[src/rtl/rd_hazard_tracker_pkg.sv]
// Shared types for the decode-side destination-register tracker.
// One entry describes a single in-flight instruction's register-file write.
package rd_hazard_tracker_pkg;

  localparam int REG_ADDR_W = 5;
  localparam logic [REG_ADDR_W-1:0] REG_X0 = '0;

  typedef struct packed {
    logic [REG_ADDR_W-1:0] rd;
    logic                  we;
  } trk_entry_t;

  localparam trk_entry_t TRK_EMPTY = '{rd: REG_X0, we: 1'b0};

endpackage

[src/rtl/rd_tracker_pipe.sv]
// DEPTH-slot delay line of tracker entries; slot 0 is EX, slot DEPTH-1 is WB.
// Always shifts, never holds: the tracker drains even while ID is stalled.
module rd_tracker_pipe
  import rd_hazard_tracker_pkg::*;
#(
  parameter int DEPTH = 3
) (
  input  logic                   clk,
  input  logic                   reset,
  input  trk_entry_t             slot0_in,
  output trk_entry_t [DEPTH-1:0] slots
);

  trk_entry_t [DEPTH-1:0] slots_q, slots_d;

  always_comb begin
    slots_d    = slots_q;
    slots_d[0] = slot0_in;
    for (int i = 1; i < DEPTH; i++) slots_d[i] = slots_q[i-1];
  end

  always_ff @(posedge clk) begin
    if (!reset) slots_q <= {DEPTH{TRK_EMPTY}};
    else        slots_q <= slots_d;
  end

  assign slots = slots_q;

endmodule

[src/rtl/rd_hazard_tracker.sv]
// RAW hazard detection for a forwarding-less pipeline: compares ID operands
// against in-flight destinations and drives the delayed register-file write.
module rd_hazard_tracker #(
  parameter int REG_ADDR_W = 5,
  parameter int DEPTH      = 3,
  parameter int WB_BYPASS  = 0,
  parameter int CNT_W      = 16
) (
  input  logic                  clk,
  input  logic                  reset,
  input  logic                  id_valid,
  input  logic [REG_ADDR_W-1:0] id_rs1,
  input  logic                  id_rs1_used,
  input  logic [REG_ADDR_W-1:0] id_rs2,
  input  logic                  id_rs2_used,
  input  logic [REG_ADDR_W-1:0] id_rd,
  input  logic                  id_rd_we,
  input  logic                  flush,
  output logic                  stall,
  output logic                  bubble,
  output logic [REG_ADDR_W-1:0] wb_rd,
  output logic                  wb_we,
  output logic [CNT_W-1:0]      stall_cnt
);
  import rd_hazard_tracker_pkg::*;

  // A write-first register file resolves the WB slot itself.
  localparam int MATCH_SLOTS = (WB_BYPASS != 0) ? DEPTH - 1 : DEPTH;

  trk_entry_t [DEPTH-1:0] slots;
  trk_entry_t             slot0_in;
  logic                   id_live, rs1_hit, rs2_hit, hazard, issue;
  logic [CNT_W-1:0]       stall_cnt_q, stall_cnt_d;

  rd_tracker_pipe #(.DEPTH(DEPTH)) u_pipe (
    .clk      (clk),
    .reset    (reset),
    .slot0_in (slot0_in),
    .slots    (slots)
  );

  always_comb begin
    rs1_hit = 1'b0;
    rs2_hit = 1'b0;
    for (int k = 0; k < DEPTH; k++) begin
      if (k < MATCH_SLOTS && slots[k].we) begin
        if (slots[k].rd == id_rs1) rs1_hit = 1'b1;
        if (slots[k].rd == id_rs2) rs2_hit = 1'b1;
      end
    end

    // Reset and flush both mask the ID instruction; flush wins over hazard.
    id_live = reset & id_valid & ~flush;
    hazard  = id_live &
              ((id_rs1_used & (id_rs1 != REG_X0) & rs1_hit) |
               (id_rs2_used & (id_rs2 != REG_X0) & rs2_hit));
    issue   = id_live & ~hazard;

    slot0_in.rd = issue ? id_rd : REG_X0;
    slot0_in.we = issue & id_rd_we & (id_rd != REG_X0);

    stall_cnt_d = stall_cnt_q;
    if (hazard && stall_cnt_q != {CNT_W{1'b1}}) stall_cnt_d = stall_cnt_q + CNT_W'(1);
  end

  always_ff @(posedge clk) begin
    if (!reset) stall_cnt_q <= '0;
    else        stall_cnt_q <= stall_cnt_d;
  end

  assign stall     = hazard;
  assign bubble    = ~issue;
  assign wb_rd     = slots[DEPTH-1].rd;
  assign wb_we     = slots[DEPTH-1].we;
  assign stall_cnt = stall_cnt_q;

endmodule

[config.mk]
export PLATFORM = sky130hd
export DESIGN_NAME = rd_hazard_tracker
export DESIGN_NICKNAME = d
export VERILOG_FILES = /design/src/rtl/rd_hazard_tracker_pkg.sv /design/src/rtl/rd_tracker_pipe.sv /design/src/rtl/rd_hazard_tracker.sv
export SDC_FILE = /design/constraint.sdc
export NUM_CORES = 1
export LEC_CHECK = 0
export ABC_AREA = 1
export CORE_ASPECT_RATIO = 1.5
export CORE_MARGIN = 5
export CORE_UTILIZATION = 39
export CTS_CLUSTER_DIAMETER = 50
export DETAILED_ROUTE_END_ITERATION = 8
export GPL_TIMING_DRIVEN = 0
export SLEW_MARGIN = 40
export SYNTH_ARGS = -nofsm -noshare
export SYNTH_HDL_FRONTEND = slang
export SYNTH_SLANG_ARGS = --single-unit
[constraint.sdc]
create_clock -name clk -period 3.87 [get_ports clk]
set_input_delay 0.9675 -clock clk [delete_from_list [all_inputs] [get_ports clk]]
set_output_delay 0.9675 -clock clk [all_outputs]
set_load 0.01 [all_outputs]
Word-level counts from Yosys, hierarchy flattened. Index checks and enable logic that the tools add are counted.

Muxes and demuxes: 12. Bitwise operators: 14. Reductions and logical operators: 5. $add $sub $neg: 1. Equal/unequal tests: 7.

Operator list (number): 5-bit equality test (6); 16-bit by 1-bit adder with 16-bit output, second input constant (1); 16-bit inequality test, second input constant (1); 5-bit nonzero test (3); 1-bit 2-to-1 mux (12); 1-bit bitwise AND (10); 1-bit inverter (3); 2-bit AND reduction (1); 1-bit logical AND (1); 1-bit OR (1).

Output and inout port bits: 24. Bits in registers: 34. Bits of input ports: 22. Logic and storage cells: 46.

Logic depth before layout (Yosys ltp).
Depth after elaboration: 14. Depth in mapped cells: 12. Mapped depth without buffers: 12.

Hierarchy. A second synthesis with hierarchy kept.

Cell total of the unflattened synthesis: 346. Area total of the unflattened synthesis: 2137.0 um^2.

By module, submodules not included: rd_hazard_tracker (sequential area each 320.3 um^2, cells an instance 290, area an instance 1607.8 um^2, times used 1); rd_tracker_pipe (sequential area each 360.3 um^2, cells an instance 56, area an instance 529.3 um^2, times used 1).

Least setup slack after synthesis. OpenSTA, ideal clock, no wires.

Kind: input -> output. Start point: input port id_rs2[4]. End point: output port stall. Cell stages on the path: 10. Path slack: 0.974 ns. Data arrival time: 1.928 ns. Cells stage by stage: inv_2 nand2_1 nand2_1 nor2_1 nand3_1 nand3_1 nand2_1 nand2_2 inv_1 nor4_1.

Word-level cells in the longest chain between the ends: 10. Elaborated cells on any way between the ends: 14. Classes of those cells: eq/ne: 3; mux: 6; bitwise: 4; reduce/logical: 1.

Ends and longest elaborated chain: start: declaration (RTL line rd_hazard_tracker.sv:14) `input logic [REG_ADDR_W-1:0] id_rs2,`; 5-bit equality test (RTL line rd_hazard_tracker.sv:48) `if (slots[k].rd == id_rs2) rs2_hit = 1'b1;`; 1-bit 2-to-1 mux (RTL line rd_hazard_tracker.sv:48); 1-bit 2-to-1 mux (RTL line rd_hazard_tracker.sv:46) `if (k < MATCH_SLOTS && slots[k].we) begin`; 1-bit 2-to-1 mux (RTL line rd_hazard_tracker.sv:48); 1-bit 2-to-1 mux (RTL line rd_hazard_tracker.sv:46); 1-bit 2-to-1 mux (RTL line rd_hazard_tracker.sv:48); 1-bit 2-to-1 mux (RTL line rd_hazard_tracker.sv:46); 1-bit bitwise AND (*) (RTL line rd_hazard_tracker.sv:56) `(id_rs2_used & (id_rs2 != REG_X0) & rs2_hit));`; 1-bit OR (*) (RTL line rd_hazard_tracker.sv:55) `((id_rs1_used & (id_rs1 != REG_X0) & rs1_hit) |`; 1-bit bitwise AND (*) (RTL line rd_hazard_tracker.sv:54) `hazard = id_live &`; end: declaration (RTL line rd_hazard_tracker.sv:19) `output logic stall,`.

Mark *: on every way between the ends. The rest lies on a longest branch, timed or not.

Worst setup path in the final report.
Start point: input port id_rs2[3]. End point: output port bubble.

Word-level cells in the longest chain between the ends: 13. Elaborated cells on any way between the ends: 17. Classes of those cells: eq/ne: 3; mux: 6; bitwise: 7; reduce/logical: 1.

Ends and longest elaborated chain: 5-bit equality test (RTL line rd_hazard_tracker.sv:48); 1-bit 2-to-1 mux (RTL line rd_hazard_tracker.sv:48); 1-bit 2-to-1 mux (RTL line rd_hazard_tracker.sv:46); 1-bit 2-to-1 mux (RTL line rd_hazard_tracker.sv:48); 1-bit 2-to-1 mux (RTL line rd_hazard_tracker.sv:46); 1-bit 2-to-1 mux (RTL line rd_hazard_tracker.sv:48); 1-bit 2-to-1 mux (RTL line rd_hazard_tracker.sv:46); 1-bit bitwise AND (*) (RTL line rd_hazard_tracker.sv:56); 1-bit OR (*) (RTL line rd_hazard_tracker.sv:55); 1-bit bitwise AND (*) (RTL line rd_hazard_tracker.sv:54); 1-bit inverter (*) (RTL line rd_hazard_tracker.sv:57) `issue = id_live & ~hazard;`; 1-bit bitwise AND (*) (RTL line rd_hazard_tracker.sv:57); 1-bit inverter (*) (RTL line rd_hazard_tracker.sv:72) `assign bubble = ~issue;`; end: declaration (RTL line rd_hazard_tracker.sv:20) `output logic bubble,`.

Marks and branches as above.

==> flow_summary.yaml <==
synthesis:
  synth_seq_area_share: 0.3211
  synth_fp_nets: 365
  synthTopCellsByArea: "dfxtp_1 32%, nand2_1 21%, inv_1 7.4%, nor2_1 7.1%, nand4_1 5.3%"
  synth_cell_type_count: 25
  ys_ff_latch: 34
  yosys.area.top_type_share: 0.3211
  avgSynthCellArea_sq_um: 6.197
  async_reset_ff_frac: 0
  ys.flop_type: "dfxtp_1"
  synth_area_sq_mm: 0.002120
  yosysTopAreaCell: "dfxtp_1"
  synth_enable_flop_cells: 0
  yosysWarnings: 0
  synthCells: 342
cells_and_area:
  final_common_cell: "nand2_1"
  fin_nets: 417
  final_cells: 465
  nFillCells: 556
  drive_gt1_frac: 0.09367
  areaGrowthSynthToFinish_pct: 29.93
  layout_common_cells: "120 x nand2_1, 43 x clkdlybuf4s50_1, 42 x inv_1"
  n_antenna_cell: 0
cts:
  post_cts_buffers: 0
  cts_buffer_depth: 2
  htreeDepth: 2
  cts_root_buffer: "clkbuf_8"
  numCtsBuffers: 5
  clkSinkCount: 34
  insertion_delay_ns: 0.29
  tritoncts: "built"
  path_clk_slew_ns: 0.07
  postCtsHoldBufs: 0
die:
  rows: 33
  die_w_microns: 70.19
  core-area_sq_mm: 0.005368
  die_h_microns: 100.3
  die_area_sq_mm: 0.007039
  initial_core_util: 0.3949
  io_pins: 46
global_routing:
  grt_pass1_wl_microns: 9998
  grt_pass1_vias: 2235
  grt_overflow: 0
  grt_max_degree: 12
  antenna_found_initial: 0
  grt.total_usage: 0.1789
timing:
  max_slew_margin: 0.6628
  post-route-period-util: 0.9533
  finalHoldViolCount: 0
  final-setup-viol-count: 0
  fin_worst_skew_ns: 0.004947
  drv_slew: 0
  fmax_mhz: 271.1
  min_period_ns: 3.689
  rsz0062_at_grt: "no"
  tightest_slew_ns: 0.5058
power:
  peakVddDrop_mv: 0.1639
  power.leakage_nw: 1.220
  total_power_mw: 0.7098
  p_per_area_mw_per_mm2: 257.7
flow_run:
  cap_violations: 0
route:
  highest_layer: "met4"
  first_pass_iters: 6
  drt-initial-drc-count: 114
  route.detailed.drc: 0
  wl_met3_microns: 232
  wl_met2_microns: 3311
  via_per_inst: 4.761
  drt-met1-wl_microns: 2176
  wire_per_inst_microns: 12.69
  ant_nets: 0
  num_vias: 2214
  drt-total-wl_microns: 5903
critical_path:
  path_class: "primary input to primary output"
  critPathArrivalTime_ns: 2.72
  r2r_start: "stall_cnt[0]"
  cp_max_fo: 7
  startpoint_type: "primary input"
  crit_path_end_kind: "primary output"
  crit_start: "id_rs2[3]"
  cp.required_ns: 2.90
placement:
  gp_congestion: 0.9316
  dp.cells: 457
  place.port_buffers: 45
  hpwl_microns: 4746
run_status:
  status: "finished, final reports clean"
hold_path:
  holdCritStartpoint: "u_pipe.slots[6]"
  hold_class: "register to register"
==> synthesized netlist by cell type (3+ instances only) <==
library cell,n
xor2_1,8
nand4_1,18
xnor2_1,6
nand2_1,121
dfxtp_1,34
clkbuf_1,3
inv_2,11
nand3_1,15
inv_1,42
nor3_1,3
o21ai_0,5
nor2_1,40
buf_4,6
a21oi_1,15
==> worst max-delay path: stages <==
cell             delay [ns]
clkdlybuf4s50_1        0.54
inv_2                  0.08
nand2_1                0.09
nand2_1                0.06
nor2_1                 0.11
nand3_1                0.09
nand3_1                0.09
nand2_1                0.08
nand2_4                0.13
inv_1                  0.09
nand2_2                0.12
dlygate4sd2_1          0.28
==> what timing repair did <==
action	CTS	global route
gates resized for setup	4	3
setup endpoints to repair	2	1
endpoints found under the hold margin	0	0
cloned	0	0
==> kinds of logic (layout without fill, tap and decap cells) <==
| logic type | count (synthesis) | after routing | synth area share |
|---|---|---|---|
| adder cells (fa/ha/maj) | 1 | 1 | 0.005902 |
| buffers and inverters | 65 | 118 | 0.1299 |
| XOR/XNOR | 14 | 14 | 0.05785 |
| AO/OA/AOI/OAI | 21 | 21 | 0.04958 |
| flip-flops | 34 | 34 | 0.3211 |
| AND/OR/NAND/NOR | 207 | 207 | 0.4357 |
==> path summary, 6_finish.rpt <==
kind	endpoint	slack (ns)	depth (start not counted)
setup / recovery	bubble	0.18	12
hold / removal	u_pipe.slots[12]	0.46	2
setup reg to reg	stall_cnt[2]	1.83	7
hold reg to reg	u_pipe.slots[12]	0.46	2
==> per-stage QoR <==
step	utilization	TNS, ns	area (sq um)	hold slack [ns]	setup WS, ns
after floorplan	-	0	2120	0.4261	0.9741
final	0.5131	0	2754	0.4603	0.1809
after detailed placement	0.4951	-0.4764	2658	0.4549	-0.2507
after CTS	0.5138	0	2758	0.4670	0.06335
after global routing	0.5131	0	2754	0.4869	0.03468
after global placement	0.4951	-0.4676	2658	0.4518	-0.2394
==> metal layers <==
metal,vias to the layer above,track usage
met4,0,0.07965
met5,-,0
met2,57,0.3605
li1,1166,-
met1,977,0.1701
met3,14,0.03507
==> report_power, final <==
| part | switching [mW] | internal (mW) | leakage, nW | total (mW) |
|---|---|---|---|---|
| logic | 0.0419 | 0.0349 | 0.898 | 0.0768 |
| clock network | 0.133 | 0.143 | 0.0472 | 0.276 |
| registers | 0.00366 | 0.353 | 0.275 | 0.357 |
==> cell type report <==
| cell class | instances | area [sq um] | share of cell area |
|---|---|---|---|
| Clock inverter | 2 | 12.51 | 0.004543 |
| Clock buffer | 6 | 82.58 | 0.02999 |
| Buffer | 11 | 72.57 | 0.02635 |
| Sequential cell | 34 | 680.7 | 0.2472 |
| Timing Repair Buffer | 45 | 444.2 | 0.1613 |
| Multi-Input combinational cell | 243 | 1171 | 0.4253 |
| Inverter | 54 | 202.7 | 0.07360 |
| Tap cell | 70 | 87.58 | 0.03180 |
==> flip-flops by register name, summed over array words and instances (netlist names) <==
signal	cells
stall_cnt	16
u_pipe.slots	18
(Power assumes the default switching activity.)
